--- config.mk ---
export PLATFORM = sky130hd
export DESIGN_NAME = pc16_stack
export DESIGN_NICKNAME = d
export VERILOG_FILES = /design/src/rtl/pc16_stack.sv
export SDC_FILE = /design/constraint.sdc
export NUM_CORES = 1
export LEC_CHECK = 0
export ABC_AREA = 1
export ABC_CLOCK_PERIOD_IN_PS = 4300
export CAP_MARGIN = 20
export CORE_MARGIN = 3
export CORE_UTILIZATION = 28
export DETAILED_ROUTE_END_ITERATION = 12
export MAX_ROUTING_LAYER = met4
export SLEW_MARGIN = 40
export SYNTH_ARGS = -nofsm -noshare
export SYNTH_HDL_FRONTEND = slang
export SYNTH_SLANG_ARGS = --single-unit
--- constraint.sdc ---
create_clock -name clk -period 4.3 [get_ports clk]
set_clock_uncertainty 0.1 [all_clocks]
set_input_delay 0.43 -clock clk [delete_from_list [all_inputs] [get_ports clk]]
set_output_delay 0.43 -clock clk [all_outputs]
set_load 0.01 [all_outputs]
--- src/rtl/pc16_stack.sv ---
// rtl/pc16_stack.sv - 16-bit program counter with a small LIFO return-address stack.

module inc16 (
    input  logic [15:0] a,
    output logic [15:0] y,
    output logic        co
);
    assign {co, y} = {1'b0, a} + 17'd1;
endmodule

module pc16_stack #(
    parameter int DEPTH = 4
) (
    input  logic        clk,
    input  logic        rst,
    input  logic [15:0] in,
    input  logic        load,
    input  logic        inc,
    input  logic        call,
    input  logic        ret,
    output logic [15:0] out,
    output logic        wrap,
    output logic        stk_empty,
    output logic        stk_full,
    output logic        stk_err
);
    localparam int AW = (DEPTH > 1) ? $clog2(DEPTH) : 1;
    localparam int CW = $clog2(DEPTH + 1);

    logic [CW-1:0] count;
    logic [CW-1:0] count_next;
    logic [CW-1:0] count_m1;
    logic [15:0]   mem [DEPTH];
    logic [15:0]   out_plus1;
    logic          carry;
    logic [15:0]   out_next;
    logic          wrap_next;
    logic          err_next;
    logic          is_empty;
    logic          is_full;
    logic          do_push;
    logic          do_pop;
    logic [AW-1:0] push_idx;
    logic [AW-1:0] pop_idx;

    inc16 u_inc (
        .a  (out),
        .y  (out_plus1),
        .co (carry)
    );

    assign count_m1 = count - CW'(1);
    assign push_idx = count[AW-1:0];
    assign pop_idx  = count_m1[AW-1:0];
    assign is_empty = (count == '0);
    assign is_full  = (count == CW'(DEPTH));
    assign do_pop   = ret && !is_empty;
    assign do_push  = !ret && call && !is_full;

    // Priority ret > call > load > inc; a rejected ret/call still blocks the lower requests.
    always_comb begin
        out_next   = out;
        wrap_next  = 1'b0;
        err_next   = 1'b0;
        count_next = count;
        if (ret) begin
            if (is_empty) begin
                err_next = 1'b1;
            end else begin
                out_next   = mem[pop_idx];
                count_next = count_m1;
            end
        end else if (call) begin
            if (is_full) begin
                err_next = 1'b1;
            end else begin
                out_next   = in;
                count_next = count + CW'(1);
            end
        end else if (load) begin
            out_next = in;
        end else if (inc) begin
            out_next  = out_plus1;
            wrap_next = carry;
        end
    end

    always_ff @(posedge clk or posedge rst) begin
        if (rst) begin
            out       <= 16'h0000;
            count     <= '0;
            wrap      <= 1'b0;
            stk_err   <= 1'b0;
            stk_empty <= 1'b1;
            stk_full  <= 1'b0;
        end else begin
            out       <= out_next;
            count     <= count_next;
            wrap      <= wrap_next;
            stk_err   <= err_next;
            stk_empty <= (count_next == '0);
            stk_full  <= (count_next == CW'(DEPTH));
        end
    end

    // Entry storage is never reset; entries above count are unreachable.
    always_ff @(posedge clk) begin
        if (!rst && do_push) begin
            mem[push_idx] <= out_plus1;
        end
    end
endmodule
==> flow_summary.html <==
<table>
<tr><th>Metric</th><th>Value</th></tr>
<tr><th colspan="2">Status</th></tr>
<tr><td>Run status</td><td>completed</td></tr>
<tr><th colspan="2">Worst setup path</th></tr>
<tr><td>Sort of element at the end of the critical path</td><td>flop</td></tr>
<tr><td>Setup CP Type</td><td>flop to flop</td></tr>
<tr><td>Number of cells on the worst reg-to-reg path</td><td>8</td></tr>
<tr><td>Endpoint of the worst-slack reg-to-reg timing path</td><td>out[12]$_DFFE_PP0P_</td></tr>
<tr><td>Register-to-Register Setup Slack</td><td>between 1000 and 1500 ps</td></tr>
<tr><td>FF-to-FF Start</td><td>count[0]$_DFF_PP0_</td></tr>
<tr><td>Critical path data required time</td><td>between 4000 and 5000 ps</td></tr>
<tr><td>Kind of start point of the critical path</td><td>flop</td></tr>
<tr><td>Worst-path cell chain</td><td>buf_4 &gt; inv_2 &gt; ha_1 &gt; inv_1 &gt; o21ai_0 &gt; o221ai_1 &gt; nand3_1 &gt; nand2_1</td></tr>
<tr><td>Max Fanout on Critical Path</td><td>36</td></tr>
<tr><td>Data arrival, critical path</td><td>3030 ps</td></tr>
<tr><td>Slowest stage cell on the critical path</td><td>ha_1</td></tr>
<tr><td>Longest individual stage delay on the worst path</td><td>550 ps</td></tr>
<tr><th colspan="2">Logic synthesis</th></tr>
<tr><td>Share of the synthesized area in the top cell type</td><td>0.4592</td></tr>
<tr><td>Biggest area contributors in the synthesized netlist</td><td>edfxtp_1 (46%), dfrtp_1 (13%), nand2_1 (11%), nor2_1 (4.8%), nand3_1 (3.7%)</td></tr>
<tr><td>Synth Net Count</td><td>469</td></tr>
<tr><td>Number of distinct standard cells referenced by the synthesized netlist</td><td>30</td></tr>
<tr><td>Post-synth top area cell</td><td>edfxtp_1</td></tr>
<tr><td>#FFs+latches synth</td><td>87</td></tr>
<tr><td>Post-synth EDFFs</td><td>64</td></tr>
<tr><td>Post-Syn Area</td><td>4185 um2</td></tr>
<tr><td>Primary flip-flop cell chosen by synthesis mapping</td><td>edfxtp_1</td></tr>
<tr><td>Average size of a mapped cell</td><td>~9.5 um2</td></tr>
<tr><td>Register area share after synthesis</td><td>0.5970</td></tr>
<tr><td>Number of synthesis warnings</td><td>0</td></tr>
<tr><td>FFs w/ async S/R, synth</td><td>0.2644</td></tr>
<tr><td>Number of cells produced by synthesis</td><td>441</td></tr>
<tr><th colspan="2">Layout</th></tr>
<tr><td>Fill cells</td><td>between 1000 and 1500</td></tr>
<tr><td>Net total in the final layout</td><td>511</td></tr>
<tr><td>Area of all placed cells without fillers</td><td>5087 um2</td></tr>
<tr><td>Top library cells by usage in the layout, fill and taps aside</td><td>nand2_1 (120), edfxtp_1 (64), nor2_1 (53)</td></tr>
<tr><td>Signed area change from the synthesized netlist to the final layout</td><td>21.55%</td></tr>
<tr><td>Leading cell type in the layout, fill and taps excluded</td><td>nand2_1</td></tr>
<tr><td>Share of layout cells above drive strength 1</td><td>0.07598</td></tr>
<tr><td>N_diodes</td><td>0</td></tr>
<tr><th colspan="2">STA</th></tr>
<tr><td>Relative slew margins</td><td>0.5878</td></tr>
<tr><td>Pin slew with the least headroom to its limit</td><td>between 600 and 700 ps</td></tr>
<tr><td>Share of the clock period used by the worst path</td><td>0.6633</td></tr>
<tr><td>Final setup vio count</td><td>0</td></tr>
<tr><td>Final Slew Violations</td><td>0</td></tr>
<tr><td>Final hold vios</td><td>0</td></tr>
<tr><td>Fmax</td><td>approximately 350 MHz</td></tr>
<tr><td>Final-layout setup total negative slack</td><td>0 ps</td></tr>
<tr><td>Unrepaired setup endpoints after global routing</td><td>no</td></tr>
<tr><td>Final min period</td><td>2852 ps</td></tr>
<tr><th colspan="2">Drt</th></tr>
<tr><td>Drc violations</td><td>0</td></tr>
<tr><td>Avg Vias per Cell</td><td>4.915</td></tr>
<tr><td>Drt pass-1 iters</td><td>6</td></tr>
<tr><td>Wirelength per Cell</td><td>approximately 16 um</td></tr>
<tr><td>Post-Route WL</td><td>around 11 mm</td></tr>
<tr><td>Count of nets left with antenna violations after detail routing</td><td>0</td></tr>
<tr><td>Initial detailed-routing violation count</td><td>~290</td></tr>
<tr><td>Via count</td><td>roughly 3300</td></tr>
<tr><th colspan="2">Hold path</th></tr>
<tr><td>Class of the most critical hold timing path</td><td>input port to async pin</td></tr>
<tr><th colspan="2">CTS</th></tr>
<tr><td>Clock-pin transition on the worst setup and hold timing paths</td><td>60 ps</td></tr>
<tr><td>Largest buffer count on any clock path</td><td>2</td></tr>
<tr><td>Number of setup buffers added after CTS</td><td>0</td></tr>
<tr><td>Maximum level of the CTS H-tree</td><td>3</td></tr>
<tr><td>Clock tree root driver cell</td><td>clkbuf_16</td></tr>
<tr><td>Number of hold buffers added after CTS</td><td>0</td></tr>
<tr><td>Clk Latency, worst-skew pair</td><td>approximately 340 ps</td></tr>
<tr><td>Cells resized by post-CTS repair</td><td>0</td></tr>
<tr><td>Number of clock sinks</td><td>87</td></tr>
<tr><td>Cts bufs inserted</td><td>9</td></tr>
<tr><td>CTS tree</td><td>yes</td></tr>
<tr><th colspan="2">Global routing</th></tr>
<tr><td>Global-route wire length before repair</td><td>about 17 mm</td></tr>
<tr><td>Largest net degree at the start of global routing</td><td>37</td></tr>
<tr><td>Grt ovf</td><td>0</td></tr>
<tr><td>Global routing usage summed across all routing layers</td><td>0.1415</td></tr>
<tr><td>Antenna violations before repair</td><td>0</td></tr>
<tr><td>Number of global-route vias before repair</td><td>between 3000 and 4000</td></tr>
<tr><th colspan="2">Floorplan</th></tr>
<tr><td>Number of rows created at floorplan</td><td>44</td></tr>
<tr><td>Total core area</td><td>14590 um2</td></tr>
<tr><td>DIE AREA</td><td>around 16000 um2</td></tr>
<tr><td>Vertical die dimension</td><td>approximately 130 um</td></tr>
<tr><td>Die extent in x</td><td>128.3 um</td></tr>
<tr><td>I/O pin count</td><td>42</td></tr>
<tr><td>Initial cell density of the core</td><td>0.2869</td></tr>
<tr><th colspan="2">Job</th></tr>
<tr><td>Count of maximum capacitance violations</td><td>0</td></tr>
<tr><th colspan="2">Power and ir drop</th></tr>
<tr><td>Power per standard cell area</td><td>between 700 and 800 nW/um2</td></tr>
<tr><td>VDD IR max</td><td>between 0.3 and 0.4 mV</td></tr>
<tr><td>Static leakage</td><td>between 2 and 2.5 nW</td></tr>
<tr><th colspan="2">Place</th></tr>
<tr><td>HPWL after detailed placement</td><td>between 6 and 7 mm</td></tr>
<tr><td>Input/output buffers</td><td>41</td></tr>
<tr><td>Placement Cell Area</td><td>4782 um2</td></tr>
<tr><td>Weighted congestion at the end of routability-driven global placement</td><td>slightly above 0.8</td></tr>
</table>
## cells by family after synthesis
family,after synthesis,share of synthesized area
AO/OA/AOI/OAI,63,0.08550
XOR/XNOR,9,0.01884
adder cells (fa/ha/maj),6,0.01794
buffers and inverters,54,0.05770
flip-flops,87,0.5970
AND/OR/NAND/NOR,222,0.2230
## critical path: cells and delay by family (launching register included)
| kind | cells | cell delay (ps) |
|---|---|---|
| fa+ha+maj | 1 | 550 |
| flops | 1 | 350 |
| compound gates | 2 | 440 |
| simple gates | 2 | 230 |
| buf+inv | 3 | 1120 |
## report_power, final
part,switching [mW],leakage [nW],internal (mW)
sequential,0.159,0.853,1.17
clock,0.300,0.147,0.507
combinational,0.941,1.00,0.525
total,1.40,2.00,2.21
## per-layer routing
layer / GRT usage / up-vias / share of wire / routed length, um
li1: - / 1560 / - / -
met4: 0.04370 / 0 / 0.013 / 146
met3: 0.03000 / 17 / 0.057 / 621
met5: - / - / 0 / 0
met2: 0.2185 / 110 / 0.47 / 5118
met1: 0.1870 / 1611 / 0.46 / 5036
## sequential cells by signal, indices dropped and copies added, names as in the netlist
register	flops
wrap	1
count	3
mem	64
stk_full	1
out	16
stk_empty	1
stk_err	1
## synthesized netlist by cell type (2+ instances only)
| cell type | count |
|---|---|
| nand2_1 | 120 |
| edfxtp_1 | 64 |
| nor2_1 | 53 |
| nand3_1 | 31 |
| inv_1 | 30 |
| o21ai_0 | 30 |
| dfrtp_1 | 22 |
| a21oi_1 | 15 |
| buf_2 | 8 |
| o211ai_1 | 8 |
| clkbuf_1 | 6 |
| ha_1 | 6 |
| xor2_1 | 6 |
| inv_2 | 5 |
| nand4_1 | 5 |
| o21ai_1 | 4 |
| o221ai_1 | 4 |
| buf_6 | 3 |
| nand2_2 | 3 |
| nor2_2 | 3 |
| nor2_4 | 3 |
| xnor2_1 | 3 |
| and2_1 | 2 |
## per-stage QoR
step | instances | hold WS [ps] | worst slack (ps) | utilization | power [mW]
floorplan | 441 | 339.9 | 1853 | - | 2.268
global placement | 656 | 471.0 | 1515 | 0.3278 | 2.761
CTS | 671 | 395.1 | 1426 | 0.3487 | 3.625
finish | 671 | 384.8 | 1448 | 0.3487 | 3.607
global route | 671 | 447.4 | 1183 | 0.3487 | 3.855
detailed placement | 656 | 470.0 | 1431 | 0.3278 | 2.792
## worst max-delay path by stage
| stage | from | endpoint | slack, ps | cells after the start |
|---|---|---|---|---|
| after floorplan | count[0]$_DFF_PP0_ | mem[1][0]$_DFFE_PP_ | 1850 | 7 |
| after global placement | ret | out[7]$_DFFE_PP0P_ | 1520 | 10 |
| after detailed placement | count[0]$_DFF_PP0_ | out[12]$_DFFE_PP0P_ | 1430 | 8 |
| after CTS | count[0]$_DFF_PP0_ | out[12]$_DFFE_PP0P_ | 1430 | 8 |
| after global routing | count[0]$_DFF_PP0_ | out[12]$_DFFE_PP0P_ | 1180 | 8 |
| final | count[0]$_DFF_PP0_ | out[12]$_DFFE_PP0P_ | 1450 | 8 |
## cell type report
type                       instances  area (um2)  area share
inverter                          36       137.6     0.02705
clock buffer                      12       236.5     0.04648
multi-input combinational        300        1445      0.2841
sequential                        87        2499      0.4911
timing repair buffer              49       470.5     0.09247
clock inverter                     3       68.82     0.01353
tap                              184       230.2     0.04525
(Power assumes the default switching activity.)
